===== config.mk =====
export PLATFORM = sky130hd
export DESIGN_NAME = pwm_cap
export DESIGN_NICKNAME = d
export VERILOG_FILES = /design/src/rtl/pwm_cap_pkg.sv /design/src/rtl/reg_we.sv /design/src/rtl/sync.sv /design/src/rtl/pwm_cap.sv
export SDC_FILE = /design/constraint.sdc
export NUM_CORES = 1
export LEC_CHECK = 0
export ABC_CLOCK_PERIOD_IN_PS = 3070
export BUFFER_PORTS_ARGS = -buffer_cell sky130_fd_sc_hd__buf_2
export CAP_MARGIN = 40
export CORE_MARGIN = 2
export CORE_UTILIZATION = 50
export CTS_BUF_LIST = sky130_fd_sc_hd__clkbuf_8
export DETAILED_ROUTE_END_ITERATION = 10
export GPL_ROUTABILITY_DRIVEN = 0
export HOLD_SLACK_MARGIN = 0.03
export MAX_ROUTING_LAYER = met4
export PLACE_DENSITY = 0.77
export SLEW_MARGIN = 20
export SYNTH_ARGS = -nofsm -noshare
export SYNTH_HDL_FRONTEND = slang
export SYNTH_SLANG_ARGS = --single-unit

===== constraint.sdc =====
create_clock -name clk -period 3.07 [get_ports clk]
set_input_delay 0.614 -clock clk [delete_from_list [all_inputs] [get_ports clk]]
set_output_delay 0.614 -clock clk [all_outputs]
set_load 0.01 [all_outputs]

===== src/rtl/pwm_cap_pkg.sv =====
// Shared register map, control-register layout and capture FSM states for pwm_cap.
// Latency: n/a (declarations only).
// Backpressure: n/a.
package pwm_cap_pkg;

    // Register word addresses, decoded on addr[3:0]
    localparam logic [3:0] addr_cr  = 4'h0;
    localparam logic [3:0] addr_per = 4'h4;
    localparam logic [3:0] addr_hi  = 4'h8;
    localparam logic [3:0] addr_ir  = 4'hC;

    // Control register; en sits in bit 0 so the struct maps directly onto wd[2:0]
    typedef struct packed {
        logic pol;
        logic ie;
        logic en;
    } cr_t;

    typedef enum logic [1:0] {
        OFF = 2'd0,
        ARM = 2'd1,
        RUN = 2'd2
    } state_t;

endpackage


===== src/rtl/reg_we.sv =====
// Generic register with write enable, reset to zero.
// Latency: 1 clk from we to q.
// Backpressure: none; a write is accepted whenever we is high.
module reg_we #(
    parameter int w = 8
) (
    input  logic         clk,
    input  logic         rstn,
    input  logic         we,
    input  logic [w-1:0] d,
    output logic [w-1:0] q
);

    // Load d on a write, otherwise hold
    always_ff @(posedge clk or negedge rstn) begin
        if (!rstn) begin
            q <= '0;
        end else if (we) begin
            q <= d;
        end
    end

endmodule


===== src/rtl/sync.sv =====
// Two-flop synchronizer for a single asynchronous level.
// Latency: 2 clk.
// Backpressure: none; samples every cycle.
module sync (
    input  logic clk,
    input  logic rstn,
    input  logic d,
    output logic q
);

    logic meta;

    // Shift the raw input through two flops to settle metastability
    always_ff @(posedge clk or negedge rstn) begin
        if (!rstn) begin
            meta <= 1'b0;
            q    <= 1'b0;
        end else begin
            meta <= d;
            q    <= meta;
        end
    end

endmodule


===== src/rtl/pwm_cap.sv =====
// PWM period / high-time capture with a small register file and level interrupt.
// Latency: PER, HI and IR.done update on the 4th clk after a qualified cap_in edge.
// Backpressure: none; reads are combinational and writes are accepted every cycle.
module pwm_cap
    import pwm_cap_pkg::*;
#(
    parameter int cap_w = 16
) (
    input  logic        clk,
    input  logic        rstn,
    input  logic [4:0]  addr,
    input  logic        we,
    input  logic [31:0] wd,
    output logic [31:0] rd,
    output logic        irq,
    input  logic        cap_in
);

    logic [2:0]       cr_q;
    cr_t              cr;
    logic             cr_wr;
    logic             ir_wr;
    logic             cap_s;
    logic             lvl;
    logic             lvl_q;
    logic             rise_q;
    logic             fall_q;
    state_t           state;
    logic [cap_w-1:0] cnt;
    logic [cap_w-1:0] cnt_inc;
    logic             cnt_max;
    logic [cap_w-1:0] hi_tmp;
    logic [cap_w-1:0] per;
    logic [cap_w-1:0] hi;
    logic [1:0]       ir;
    logic [1:0]       ir_set;
    logic             unused_bits;

    assign cr_wr = we && (addr[3:0] == addr_cr);
    assign ir_wr = we && (addr[3:0] == addr_ir);

    reg_we #(.w(3)) u_cr (
        .clk  (clk),
        .rstn (rstn),
        .we   (cr_wr),
        .d    (wd[2:0]),
        .q    (cr_q)
    );

    assign cr = cr_t'(cr_q);

    sync u_sync (
        .clk  (clk),
        .rstn (rstn),
        .d    (cap_in),
        .q    (cap_s)
    );

    // pol selects which input level counts as the "high" phase
    assign lvl = cap_s ^ cr.pol;

    // Edge detect, with the edge pulses registered so capture timing is fixed
    always_ff @(posedge clk or negedge rstn) begin
        if (!rstn) begin
            lvl_q  <= 1'b0;
            rise_q <= 1'b0;
            fall_q <= 1'b0;
        end else begin
            lvl_q  <= lvl;
            rise_q <= lvl & ~lvl_q;
            fall_q <= ~lvl & lvl_q;
        end
    end

    assign cnt_max = &cnt;
    assign cnt_inc = cnt_max ? cnt : cnt + {{(cap_w-1){1'b0}}, 1'b1};

    // Hardware IR events: overflow wins over a coincident capture edge
    always_comb begin
        ir_set = 2'b00;
        if (cr.en && (state == RUN)) begin
            if (cnt_max) begin
                ir_set[1] = 1'b1;
            end else if (rise_q) begin
                ir_set[0] = 1'b1;
            end
        end
    end

    // Capture FSM plus result and interrupt registers
    always_ff @(posedge clk or negedge rstn) begin
        if (!rstn) begin
            state  <= OFF;
            cnt    <= '0;
            hi_tmp <= '0;
            per    <= '0;
            hi     <= '0;
            ir     <= 2'b00;
        end else begin
            // Software write first, then hardware sets OR over it
            ir <= (ir_wr ? wd[1:0] : ir) | ir_set;
            if (!cr.en) begin
                state  <= OFF;
                cnt    <= '0;
                hi_tmp <= '0;
            end else begin
                case (state)
                    OFF: state <= ARM;
                    ARM: begin
                        // First edge only starts the measurement
                        if (rise_q) begin
                            state <= RUN;
                            cnt   <= '0;
                        end
                    end
                    RUN: begin
                        if (cnt_max) begin
                            // Period too long to measure: drop it and re-arm
                            state <= ARM;
                        end else if (rise_q) begin
                            per <= cnt_inc;
                            hi  <= hi_tmp;
                            cnt <= '0;
                        end else begin
                            cnt <= cnt_inc;
                            if (fall_q) begin
                                hi_tmp <= cnt_inc;
                            end
                        end
                    end
                    default: state <= OFF;
                endcase
            end
        end
    end

    // Combinational register read, zero-extended; unmapped words read 0
    always_comb begin
        rd = '0;
        case (addr[3:0])
            addr_cr:  rd[2:0]       = cr_q;
            addr_per: rd[cap_w-1:0] = per;
            addr_hi:  rd[cap_w-1:0] = hi;
            addr_ir:  rd[1:0]       = ir;
            default:  rd            = '0;
        endcase
    end

    assign irq = cr.ie & (|ir);

    // addr[4] aliases and upper write-data bits have no function
    assign unused_bits = ^{addr[4], wd[31:3]};

endmodule

== Word level (Yosys, flattened, before mapping) ==
Cells that the tools add are included.

* Flip-flop bits (word level): 76
* Bits of input ports: 41
* Output and inout port bits: 33
* Logic and storage cells: 67

* $add $sub $neg: 1
* Eq/ne operators: 13
* Multiplexer cells: 22
* Bitwise gates (word level): 8
* Reductions and logical operators: 11

{| class="wikitable"
|+ Operators by type and width
! operator !! count
|-
| 16-bit two-way mux || 9
|-
| 16-bit case mux with 2 select lines || 1
|-
| 13-bit case mux with 2 select lines || 1
|-
| 16-bit by 1-bit adder with 16-bit output, second input constant || 1
|-
| 16-bit AND reduction || 1
|-
| 3-bit inequality test, second input constant || 4
|-
| 2-bit two-way mux || 5
|-
| 4-bit equality test, second input constant || 2
|-
| 2-bit inequality test, second input constant || 4
|-
| 2-bit case mux with 4 select lines || 1
|-
| 4-bit AND reduction || 2
|-
| 2-bit case mux with 3 select lines || 1
|-
| 4-bit by 3-bit equality test with 1-bit output, second input constant || 1
|-
| 4-bit logical NOT || 1
|-
| 1-bit bitwise AND || 3
|-
| 1-bit logical AND || 3
|-
| 1-bit two-way mux || 3
|-
| 1-bit inverter || 3
|-
| 1-bit case mux with 3 select lines || 1
|-
| 3-bit AND reduction || 1
|-
| 2-bit by 1-bit equality test with 1-bit output, second input constant || 1
|-
| 2-bit equality test, second input constant || 1
|-
| 2-bit logical NOT || 1
|-
| 2-bit bitwise OR || 1
|-
| 3 further kinds || 3
|}

== Longest topological paths before layout ==
Gate-level depths: netlist of run 1.

* Depth in word-level cells: 6
* Depth in mapped cells: 7
* Depth with buffers taken out: 6

== By module ==
Synthesis of run 1 repeated with hierarchy kept, for this count alone.

* Cells, all modules: 353
* Area, all modules: 3878.7 sq um

{| class="wikitable"
|+ Modules (own cells, without submodules)
! module !! times used !! cells each !! area each (sq um) !! sequential area each (sq um)
|-
| pwm_cap || 1 || 345 || 3719.8 || 1776.7
|-
| reg_we || 1 || 6 || 108.9 || 75.1
|-
| sync || 1 || 2 || 50.0 || 50.0
|}

== Worst setup path after synthesis of run 1 ==
No wires, ideal clock.

* Path type: input to output
* Start: in addr[3]
* End: out rd[0]
* Data arrival time: 1.671 ns
* Required time: 2.456 ns
* Setup slack: 0.785 ns
* Stages: 4
* Cell sequence: nor4b_2 -> clkbuf_1 -> a22oi_1 -> nand2_1

* Cells in the longest elaborated chain, start to end: 2
* Elaborated cells on any way between the ends: 5

{| class="wikitable"
|+ RTL lines
! element !! RTL line !! text
|-
| from (decl) || pwm_cap.sv:11 || <nowiki>input logic [4:0] addr,</nowiki>
|-
| 4-bit equality test (tied with other cells) || pwm_cap.sv:140 || <nowiki>case (addr[3:0])</nowiki>
|-
| 2-bit case mux with 4 select lines * || pwm_cap.sv:140 ||
|-
| to (decl) || pwm_cap.sv:14 || <nowiki>output logic [31:0] rd,</nowiki>
|}

Mark *: on every way between the ends. The rest lies on a longest branch, timed or not.

== Worst setup path after layout of run 1 ==
* Start: in addr[3]
* End: out rd[10]

* Cells in the longest elaborated chain, start to end: 2
* Elaborated cells on any way between the ends: 3

{| class="wikitable"
|+ RTL lines
! element !! RTL line
|-
| 4-bit equality test / 4-bit by 3-bit equality test with 1-bit output (equally long branches) || pwm_cap.sv:140
|-
| 13-bit case mux with 2 select lines * || pwm_cap.sv:140
|}

Marked as above.

==> results of run 1 <==
[area by class of cell]
| type | count | area, um^2 |
|---|---|---|
| Clock inverter | 5 | 52.6 |
| Clock buffer | 10 | 138 |
| Sequential cell | 76 | 1900 |
| Tap cell | 99 | 124 |
| Timing Repair Buffer | 41 | 275 |
| Fill cell | 589 | 3070 |
| Multi-Input combinational cell | 225 | 1660 |
| Inverter | 7 | 26.3 |
[critical path: cells and delay by family]
kind,cells,cell delay [ns]
AOI/OAI and AO/OA,1,0.18
and+or+nand+nor,1,0.56
buffers and inverters,3,0.55
[sequential cells by signal, summed over array words and instances, names as in the netlist]
signal and flops:
per 16, hi 16, ir 2, u_cr.q 3
lvl_q 1, u_sync.q 1, fall_q 1, rise_q 1
cnt 16, state 2, u_sync.meta 1, hi_tmp 16
[metal layers]
layer	track usage (%)	vias to the layer above	routed length (um)
met5	-	-	0
met4	8.72	0	197
met3	4.84	17	469
met2	30.6	96	3600
met1	26.7	1319	3400
li1	-	1269	-
[logic make-up (layout without fill, tap and decap cells)]
| logic type | count (synthesis) | after routing | share of synthesized area (%) |
|---|---|---|---|
| adder cells (fa/ha/maj) | 4 | 4 | 1.33 |
| XOR/XNOR | 13 | 13 | 3.03 |
| other | 1 | 16 | 0.0997 |
| buffers and inverters | 45 | 63 | 6.75 |
| flip-flops | 76 | 76 | 50.5 |
| AND/OR/NAND/NOR | 75 | 75 | 12.1 |
| multiplexers | 27 | 27 | 8.05 |
| AO/OA/AOI/OAI | 90 | 90 | 18.1 |
[through the flow]
step,hold slack [ns],area [um^2],setup WS [ns]
detailed placement,0.344,3990,0.557
global placement,0.335,3960,0.593
CTS,0.122,4180,0.558
finish,0.128,4180,0.546
floorplan,0.318,3820,0.785
global route,0.127,4180,0.399
[worst max-delay path by stage]
stage / cells after the start / slack, ns / endpoint / start
final: 5 / 0.55 / rd[10] / addr[3]
after global routing: 6 / 0.40 / hi_tmp[13]$_DFFE_PN0P_ / cnt[0]$_DFFE_PN0P_
after CTS: 5 / 0.56 / rd[10] / addr[3]
after detailed placement: 5 / 0.56 / rd[10] / addr[3]
after global placement: 5 / 0.59 / rd[10] / addr[3]
after floorplan: 4 / 0.79 / rd[0] / addr[3]
[power by group through the flow]
stage / sequential, uW / combinational [uW] / clock, uW
2_1_floorplan: 1090 / 232 / 0
3_3_place_gp: 1100 / 320 / 0
3_5_place_dp: 1100 / 333 / 0
4_1_cts: 1080 / 335 / 761
5_1_grt: 1090 / 369 / 799
6_report: 1080 / 335 / 745
[cell usage in the layout (no fill, tap or decap), types with 3 or more instances in the layout]
| cell | netlist | routed |
|---|---|---|
| a211oi_1 | 8 | 8 |
| a21oi_1 | 16 | 16 |
| a221o_1 | 5 | 5 |
| a22o_1 | 18 | 18 |
| a22oi_1 | 6 | 6 |
| buf_2 | 10 | 26 |
| buf_4 | 17 | 13 |
| clkbuf_8 | 0 | 10 |
| clkinv_2 | 0 | 3 |
| conb_1 | 1 | 16 |
| dfrtp_1 | 76 | 76 |
| ha_1 | 4 | 4 |
| inv_1 | 7 | 7 |
| mux2_2 | 26 | 26 |
| nand2_1 | 12 | 12 |
| nand3_1 | 8 | 8 |
| nand4_1 | 3 | 3 |
| nor2_1 | 7 | 7 |
| nor3_1 | 14 | 14 |
| nor4_1 | 11 | 11 |
| o21a_1 | 4 | 4 |
| o21ai_0 | 12 | 12 |
| o2bb2ai_1 | 5 | 5 |
| o31ai_1 | 8 | 8 |
| xnor2_1 | 10 | 10 |
| xor2_1 | 3 | 3 |
[cell usage after synthesis (9+ instances only)]
cell type  count
a22o_1        18
dfrtp_1       76
nor3_1        14
buf_4         17
a21oi_1       16
xnor2_1       10
clkbuf_1       9
mux2_2        26
nand2_1       12
o21ai_0       12
buf_2         10
nor4_1        11
==> impl_metrics.json, run 1 <==
{
  "run_status": "finished clean",
  "synth_enable_flop_cells": 0,
  "place.detailed.hpwl_um": 5330,
  "route.detailed.drc": 0,
  "setup_total_negative_slack_ns": 0,
  "synth_seq_cells": 76,
  "worst-endpoint-arrival_ns": 1.91,
  "cp_slowest_cell": "nor4b_2",
  "place.detailed.instances": 448,
  "start_kind": "input pin",
  "detail_route.vias_per_cell": 5.83,
  "first_global_vias": 2647,
  "cp_common_cell": "buf_2",
  "cts_tree": "done",
  "grt_setup_unrepaired": "false",
  "die_width_um": 90.7,
  "switching_share_pct": 28.4,
  "clkSinkCount": 76,
  "initial_utilization_pct": 51.9,
  "hold_buffers": 0,
  "cap_violations": 0,
  "cp-end-kind": "primary output",
  "cp.required_ns": 2.46,
  "stdcell_count": 463,
  "power.share.combinational_pct": 15.5,
  "regToRegEndpoint": "hi_tmp[12]$_DFFE_PN0P_",
  "area_added_between_synthesis_and_finish_pct": 11.1,
  "post_layout_utilization_of_the_core_pct": 57.6,
  "worst-path-max-fanout": 12,
  "port_buffer_count": 27,
  "floorplan.die_area_mm2": 0.00823,
  "initial_antenna_violation_count": 0,
  "synth.avg_cell_area_um2": 11.4,
  "grt.total_usage_pct": 20.4,
  "r2r_cells": 6,
  "setup_violations": 0,
  "firstDrtPassIters": 4,
  "cts_inserted_buffers": 9,
  "post_synth_design_cell_area_mm2": 0.00376,
  "crit_path_max_incr_delay_ns": 0.56,
  "p_clk_share_pct": 34.5,
  "netlist_top_cells_area": "dfrtp_1, mux2_2, a22o_1",
  "post-layout-total-power_uw": 2160,
  "p_per_area_mw_per_mm2": 517,
  "timing_max_transition_violations_final": 0,
  "htree_levels": 3,
  "via_count": 2701,
  "regToRegStartpoint": "cnt[0]$_DFFE_PN0P_",
  "yosysTopAreaCell": "dfrtp_1",
  "worst-slew-pin-transition_ns": 0.755,
  "internal_power_uw": 1550,
  "slew-limit-headroom_pct": 49.5,
  "io_pins": 74,
  "max_freq_mhz": 396,
  "grt_pass1_wl_um": 12900,
  "cts_resized": 0,
  "path_clk_slew_ns": 0.08,
  "flop2flop_setup_slack_ns": 0.57,
  "drt.antenna.violating_nets": 0,
  "post_cts_buffers": 0,
  "grt_overflow_total": 0,
  "synth_top_area_share_pct": 50.5,
  "p_leak_uw": 0.00190,
  "clock_insertion_delay_worst_skew_ns": 0.35,
  "wirelength_um": 7670,
  "routedWlPerCell_um": 16.6,
  "switchingPower_uw": 614,
  "timing.final.crit_share_pct": 82.2,
  "yosys_most_used_dff": "dfrtp_1",
  "placement_rows": 31,
  "finClkSkew_ns": 0.00862,
  "ctsLongestPathBuffers": 2,
  "ys_warn_count": 0,
  "postSynthCellCount": 331,
  "power.sequential.fraction_pct": 50.0,
  "placeableCoreArea_mm2": 0.00725,
  "synthArstFlopShare_pct": 100,
  "synth.distinct_cells": 48,
  "nets": 405,
  "critical_path_class": "input pin to primary output",
  "finalHoldViolations": 0,
  "die_y_um": 90.7,
  "path_cells": "buf_2 > nor4b_2 > buf_4 > a22o_1 > buf_2",
  "grt_max_degree": 60,
  "drt-initial-drc-count": 193,
  "vdd_drop_max_uv": 201,
  "post_route_cells_drive_above_1_share_pct": 25.0,
  "hold_class": "input pin to asynchronous set/reset pin",
  "synth.yosys.seq_area_share_pct": 50.5,
  "insertedDiodeCount": 0,
  "fin_crit_ns": 2.52,
  "root_buffer": "clkbuf_8"
}
Power figures use the tool's default switching activity.
==> run 2: changes to the inputs <==
--- a/config.mk
+++ b/config.mk
@@ -5,7 +5,7 @@
 export SDC_FILE = /design/constraint.sdc
 export NUM_CORES = 1
 export LEC_CHECK = 0
-export ABC_CLOCK_PERIOD_IN_PS = 3070
+export ABC_CLOCK_PERIOD_IN_PS = 2180
 export BUFFER_PORTS_ARGS = -buffer_cell sky130_fd_sc_hd__buf_2
 export CAP_MARGIN = 40
 export CORE_MARGIN = 2
@@ -15,7 +15,7 @@
 export GPL_ROUTABILITY_DRIVEN = 0
 export HOLD_SLACK_MARGIN = 0.03
 export MAX_ROUTING_LAYER = met4
-export PLACE_DENSITY = 0.77
+export PLACE_DENSITY = 0.8
 export SLEW_MARGIN = 20
 export SYNTH_ARGS = -nofsm -noshare
 export SYNTH_HDL_FRONTEND = slang
==> constraint.sdc (replaced) <==
create_clock -name clk -period 2.18 [get_ports clk]
set_input_delay 0.436 -clock clk [delete_from_list [all_inputs] [get_ports clk]]
set_output_delay 0.436 -clock clk [all_outputs]
set_load 0.01 [all_outputs]
==> impl_metrics.json, run 2 (synthesized netlist as in run 1, its figures left out) <==
{
  "timing_max_transition_violations_final": 0,
  "die_y_um": 90.7,
  "drt-initial-drc-count": 296,
  "port_buffer_count": 27,
  "cts_tree": "done",
  "firstDrtPassIters": 4,
  "finClkSkew_ns": 0.0107,
  "placement_rows": 31,
  "via_count": 2756,
  "grt.total_usage_pct": 21.7,
  "regToRegStartpoint": "cnt[1]$_DFFE_PN0P_",
  "timing.final.crit_share_pct": 94.1,
  "post_route_cells_drive_above_1_share_pct": 27.5,
  "cp.required_ns": 2.42,
  "start_kind": "flop",
  "clock_insertion_delay_worst_skew_ns": 0.35,
  "grt_overflow_total": 0,
  "hold_buffers": 0,
  "worst-endpoint-arrival_ns": 2.29,
  "clkSinkCount": 76,
  "p_per_area_mw_per_mm2": 744,
  "cp-end-kind": "flop",
  "wirelength_um": 8170,
  "path_clk_slew_ns": 0.08,
  "initial_antenna_violation_count": 0,
  "ctsLongestPathBuffers": 2,
  "grt_pass1_wl_um": 13800,
  "setup_violations": 0,
  "placeableCoreArea_mm2": 0.00725,
  "mostFrequentLayoutCell": "dfrtp_1",
  "initial_utilization_pct": 51.9,
  "hold_class": "input pin to asynchronous set/reset pin",
  "p_leak_uw": 0.00198,
  "finalHoldViolations": 0,
  "detail_route.vias_per_cell": 5.78,
  "die_width_um": 90.7,
  "setup_total_negative_slack_ns": 0,
  "routedWlPerCell_um": 17.1,
  "floorplan.die_area_mm2": 0.00823,
  "io_pins": 74,
  "area_added_between_synthesis_and_finish_pct": 14.4,
  "nets": 419,
  "fin_crit_ns": 2.05,
  "max_freq_mhz": 487,
  "post_layout_utilization_of_the_core_pct": 59.3,
  "htree_levels": 3,
  "grt_setup_unrepaired": "false",
  "root_buffer": "clkbuf_8",
  "cts_resized": 0,
  "insertedDiodeCount": 0,
  "flop2flop_setup_slack_ns": 0.13,
  "run_status": "finished clean",
  "cts_inserted_buffers": 9,
  "worst-slew-pin-transition_ns": 0.580,
  "place.detailed.hpwl_um": 5610,
  "final_cell_mix": "dfrtp_1, buf_4, mux2_2, buf_2, a22o_1",
  "cap_violations": 0,
  "critical_path.startpoint": "cnt[1]$_DFFE_PN0P_",
  "drt.antenna.violating_nets": 0,
  "worst-path-max-fanout": 24,
  "vdd_drop_max_uv": 247,
  "grt_max_degree": 49,
  "slew-limit-headroom_pct": 61.3,
  "critical_path_class": "flop to flop",
  "first_global_vias": 2734,
  "route.detailed.drc": 0
}
## run 2: power breakdown
group	internal, uW	total (uW)	switching (uW)	leakage, uW
Clock	666	1180	513	0.000114
Sequential	1470	1530	51.8	0.00104
Combinational	175	495	320	0.000828
Total	2320	3200	884	0.00198
## run 2: cell type report
class	instances	area [um^2]
multi-input combinational	225	1660
sequential	76	1900
inverter	7	26.3
timing repair buffer	55	373
clock inverter	5	77.6
tap	99	124
fill	581	2950
clock buffer	10	138
## run 2: repair_timing
item,in CTS,in global routing
setup buffers,0,1
setup endpoints to repair,0,7
hold endpoints to repair,0,0
## run 2: critical path, cell delays in order, from the launching register on
cell	delay (ns)
dfrtp_1	0.37
ha_1	0.22
nand4_4	0.14
o41ai_4	0.49
buf_4	0.21
nor2_2	0.05
buf_12	0.16
mux2_2	0.28
## run 2: per-stage QoR
step	hold slack, ns	setup WS (ns)	area, um^2	power [uW]	std cells
final	0.0773	0.128	4300	3200	477
after detailed placement	0.342	0.0726	4080	2040	461
after global placement	0.333	0.177	4080	2020	461
after CTS	0.0940	0.0413	4300	3210	476
after global routing	0.124	0.0447	4300	3330	477
after floorplan	0.140	0.131	3820	1860	346
## run 2: worst paths after layout
| path | to | depth (start not counted) |
|---|---|---|
| max | per[8]$_DFFE_PN0P_ | 7 |
| min | u_cr.q[1]$_DFFE_PN0P_ | 1 |
| max reg2reg | per[8]$_DFFE_PN0P_ | 7 |
| min reg2reg | u_sync.q$_DFF_PN0_ | 0 |
| max in group asynchronous | cnt[9]$_DFFE_PN0P_ | 2 |
| min in group clk | u_sync.meta$_DFF_PN0_ | 1 |
## run 2: metal layers
metal	track usage, %	vias to the layer above	wire, um
met5	-	-	0
met4	7.69	0	120
met3	4.42	11	475
met2	34.6	91	4110
met1	27.5	1359	3460
li1	-	1295	-
==> run 3: changes to the inputs <==
--- a/config.mk
+++ b/config.mk
@@ -7,15 +7,17 @@
 export LEC_CHECK = 0
 export ABC_CLOCK_PERIOD_IN_PS = 2180
 export BUFFER_PORTS_ARGS = -buffer_cell sky130_fd_sc_hd__buf_2
-export CAP_MARGIN = 40
+export CAP_MARGIN = 0
+export CELL_PAD_IN_SITES_DETAIL_PLACEMENT = 0
+export CELL_PAD_IN_SITES_GLOBAL_PLACEMENT = 2
 export CORE_MARGIN = 2
-export CORE_UTILIZATION = 50
+export CORE_UTILIZATION = 33
 export CTS_BUF_LIST = sky130_fd_sc_hd__clkbuf_8
 export DETAILED_ROUTE_END_ITERATION = 10
 export GPL_ROUTABILITY_DRIVEN = 0
 export HOLD_SLACK_MARGIN = 0.03
 export MAX_ROUTING_LAYER = met4
-export PLACE_DENSITY = 0.8
+export PLACE_DENSITY = 0.81
 export SLEW_MARGIN = 20
 export SYNTH_ARGS = -nofsm -noshare
 export SYNTH_HDL_FRONTEND = slang
==> impl_metrics.json, run 3 (synthesized netlist as in run 1, its figures left out) <==
{
  "internal_power_uw": 2210,
  "grt.total_usage_pct": 15.2,
  "via_count": 2707,
  "io_pins": 74,
  "first_global_vias": 2695,
  "port_buffer_count": 27,
  "placement_rows": 38,
  "finalWorstSetupSlack_ns": 0.102,
  "nets": 423,
  "worst-path-max-fanout": 9,
  "grt_pass1_wl_um": 14400,
  "post_route_cells_drive_above_1_share_pct": 28.3,
  "detail_route.vias_per_cell": 5.19,
  "insertedDiodeCount": 0,
  "post_cts_buffers": 0,
  "grt_max_degree": 59,
  "power.sequential.fraction_pct": 49.1,
  "start_kind": "flop",
  "timing_max_transition_violations_final": 0,
  "initial_antenna_violation_count": 0,
  "worst-slew-pin-transition_ns": 0.737,
  "p_clk_share_pct": 34.1,
  "route.detailed.drc": 0,
  "grt_overflow_total": 0,
  "critical_path.startpoint": "cnt[1]$_DFFE_PN0P_",
  "firstDrtPassIters": 4,
  "hold_class": "input pin to asynchronous set/reset pin",
  "post-place-ws_ns": 0.126,
  "place.detailed.hpwl_um": 6040,
  "htree_levels": 3,
  "initial_utilization_pct": 34.3,
  "max_freq_mhz": 481,
  "drt-initial-drc-count": 179,
  "fin_crit_ns": 2.08,
  "timing.final.crit_share_pct": 95.3,
  "slew-limit-headroom_pct": 50.9,
  "clkSinkCount": 76,
  "wirelength_um": 8730,
  "hold_buffers": 0,
  "mostFrequentLayoutCell": "dfrtp_1",
  "worst-endpoint-arrival_ns": 2.38,
  "cts_resized": 0,
  "drt.antenna.violating_nets": 0,
  "die_y_um": 111,
  "regToRegStartpoint": "cnt[1]$_DFFE_PN0P_",
  "cp-end-kind": "flop",
  "root_buffer": "clkbuf_8",
  "cts_inserted_buffers": 9,
  "final_cell_mix": "dfrtp_1, buf_4, mux2_2, buf_2, a22o_1",
  "p_per_area_mw_per_mm2": 711,
  "r2r_cells": 7,
  "power.share.combinational_pct": 16.7,
  "grt_setup_unrepaired": "false",
  "run_status": "finished clean",
  "floorplan.die_area_mm2": 0.0123,
  "path_clk_slew_ns": 0.08,
  "routedWlPerCell_um": 16.7,
  "finClkSkew_ns": 0.00921,
  "cts_tree": "done",
  "setup_total_negative_slack_ns": 0,
  "ctsLongestPathBuffers": 2,
  "die_width_um": 111,
  "cp.required_ns": 2.48,
  "area_added_between_synthesis_and_finish_pct": 15.9,
  "finalHoldViolations": 0,
  "post_layout_utilization_of_the_core_pct": 39.7,
  "p_leak_uw": 0.00199,
  "cap_violations": 0,
  "critical_path_class": "flop to flop",
  "setup_violations": 0,
  "clock_insertion_delay_worst_skew_ns": 0.36,
  "switching_share_pct": 28.8,
  "placeableCoreArea_mm2": 0.0110,
  "vdd_drop_max_uv": 325,
  "switchingPower_uw": 894
}
## run 3: cell count changes in the layout (fill, tap and decap cells not counted), sizes merged
| cell | change |
|---|---|
| buf | +4 |
| clkinvlp | +2 |
| bufinv | -1 |
| clkinv | -1 |
## run 3: power by group through the flow
stage | clock network [uW] | registers [uW] | logic, uW
3_3_place_gp | 0 | 1550 | 516
4_1_cts | 1080 | 1520 | 529
3_5_place_dp | 0 | 1550 | 524
6_report | 1060 | 1520 | 519
5_1_grt | 1140 | 1530 | 576
2_1_floorplan | 0 | 1540 | 327
## run 3: final timing paths
check	endpoint	slack [ns]
worst min-delay path	per[14]$_DFFE_PN0P_	0.14
worst max-delay path	cnt[2]$_DFFE_PN0P_	0.10
min in group clk	u_sync.meta$_DFF_PN0_	0.18
worst max register to register	cnt[2]$_DFFE_PN0P_	0.10
max in group asynchronous	lvl_q$_DFF_PN0_	1.39
worst min register to register	u_sync.q$_DFF_PN0_	0.35
## run 3: routing by layer
layer / GRT usage (%) / up-vias / wire length [um]
li1: - / 1292 / -
met1: 20.7 / 1328 / 4060
met2: 22.7 / 76 / 3990
met3: 2.30 / 11 / 545
met4: 6.25 / 0 / 139
met5: - / - / 0
## run 3: worst max-delay path: stages, from the launching register on
cell     delay, ns
dfrtp_1       0.37
ha_1          0.22
nand4_4       0.11
buf_4         0.20
nor4_1        0.53
o21a_1        0.25
buf_4         0.18
a221o_1       0.16
## run 3: per-stage QoR
stage | cell area (um^2) | std cells | power (uW) | hold WS, ns
final | 4360 | 522 | 3100 | 0.145
after global placement | 4170 | 507 | 2060 | 0.333
after global routing | 4360 | 522 | 3250 | 0.175
after CTS | 4360 | 522 | 3130 | 0.158
after detailed placement | 4170 | 507 | 2080 | 0.339
after floorplan | 3820 | 346 | 1860 | 0.140
## run 3: area by class of cell
cell class	instances	area, um^2
clock inverters	5	53.8
repair buffers	59	403
multi-input cells	225	1660
well taps	140	175
clock buffers	10	138
fillers	1050	6620
flip-flops and latches	76	1900
inverters	7	26.3
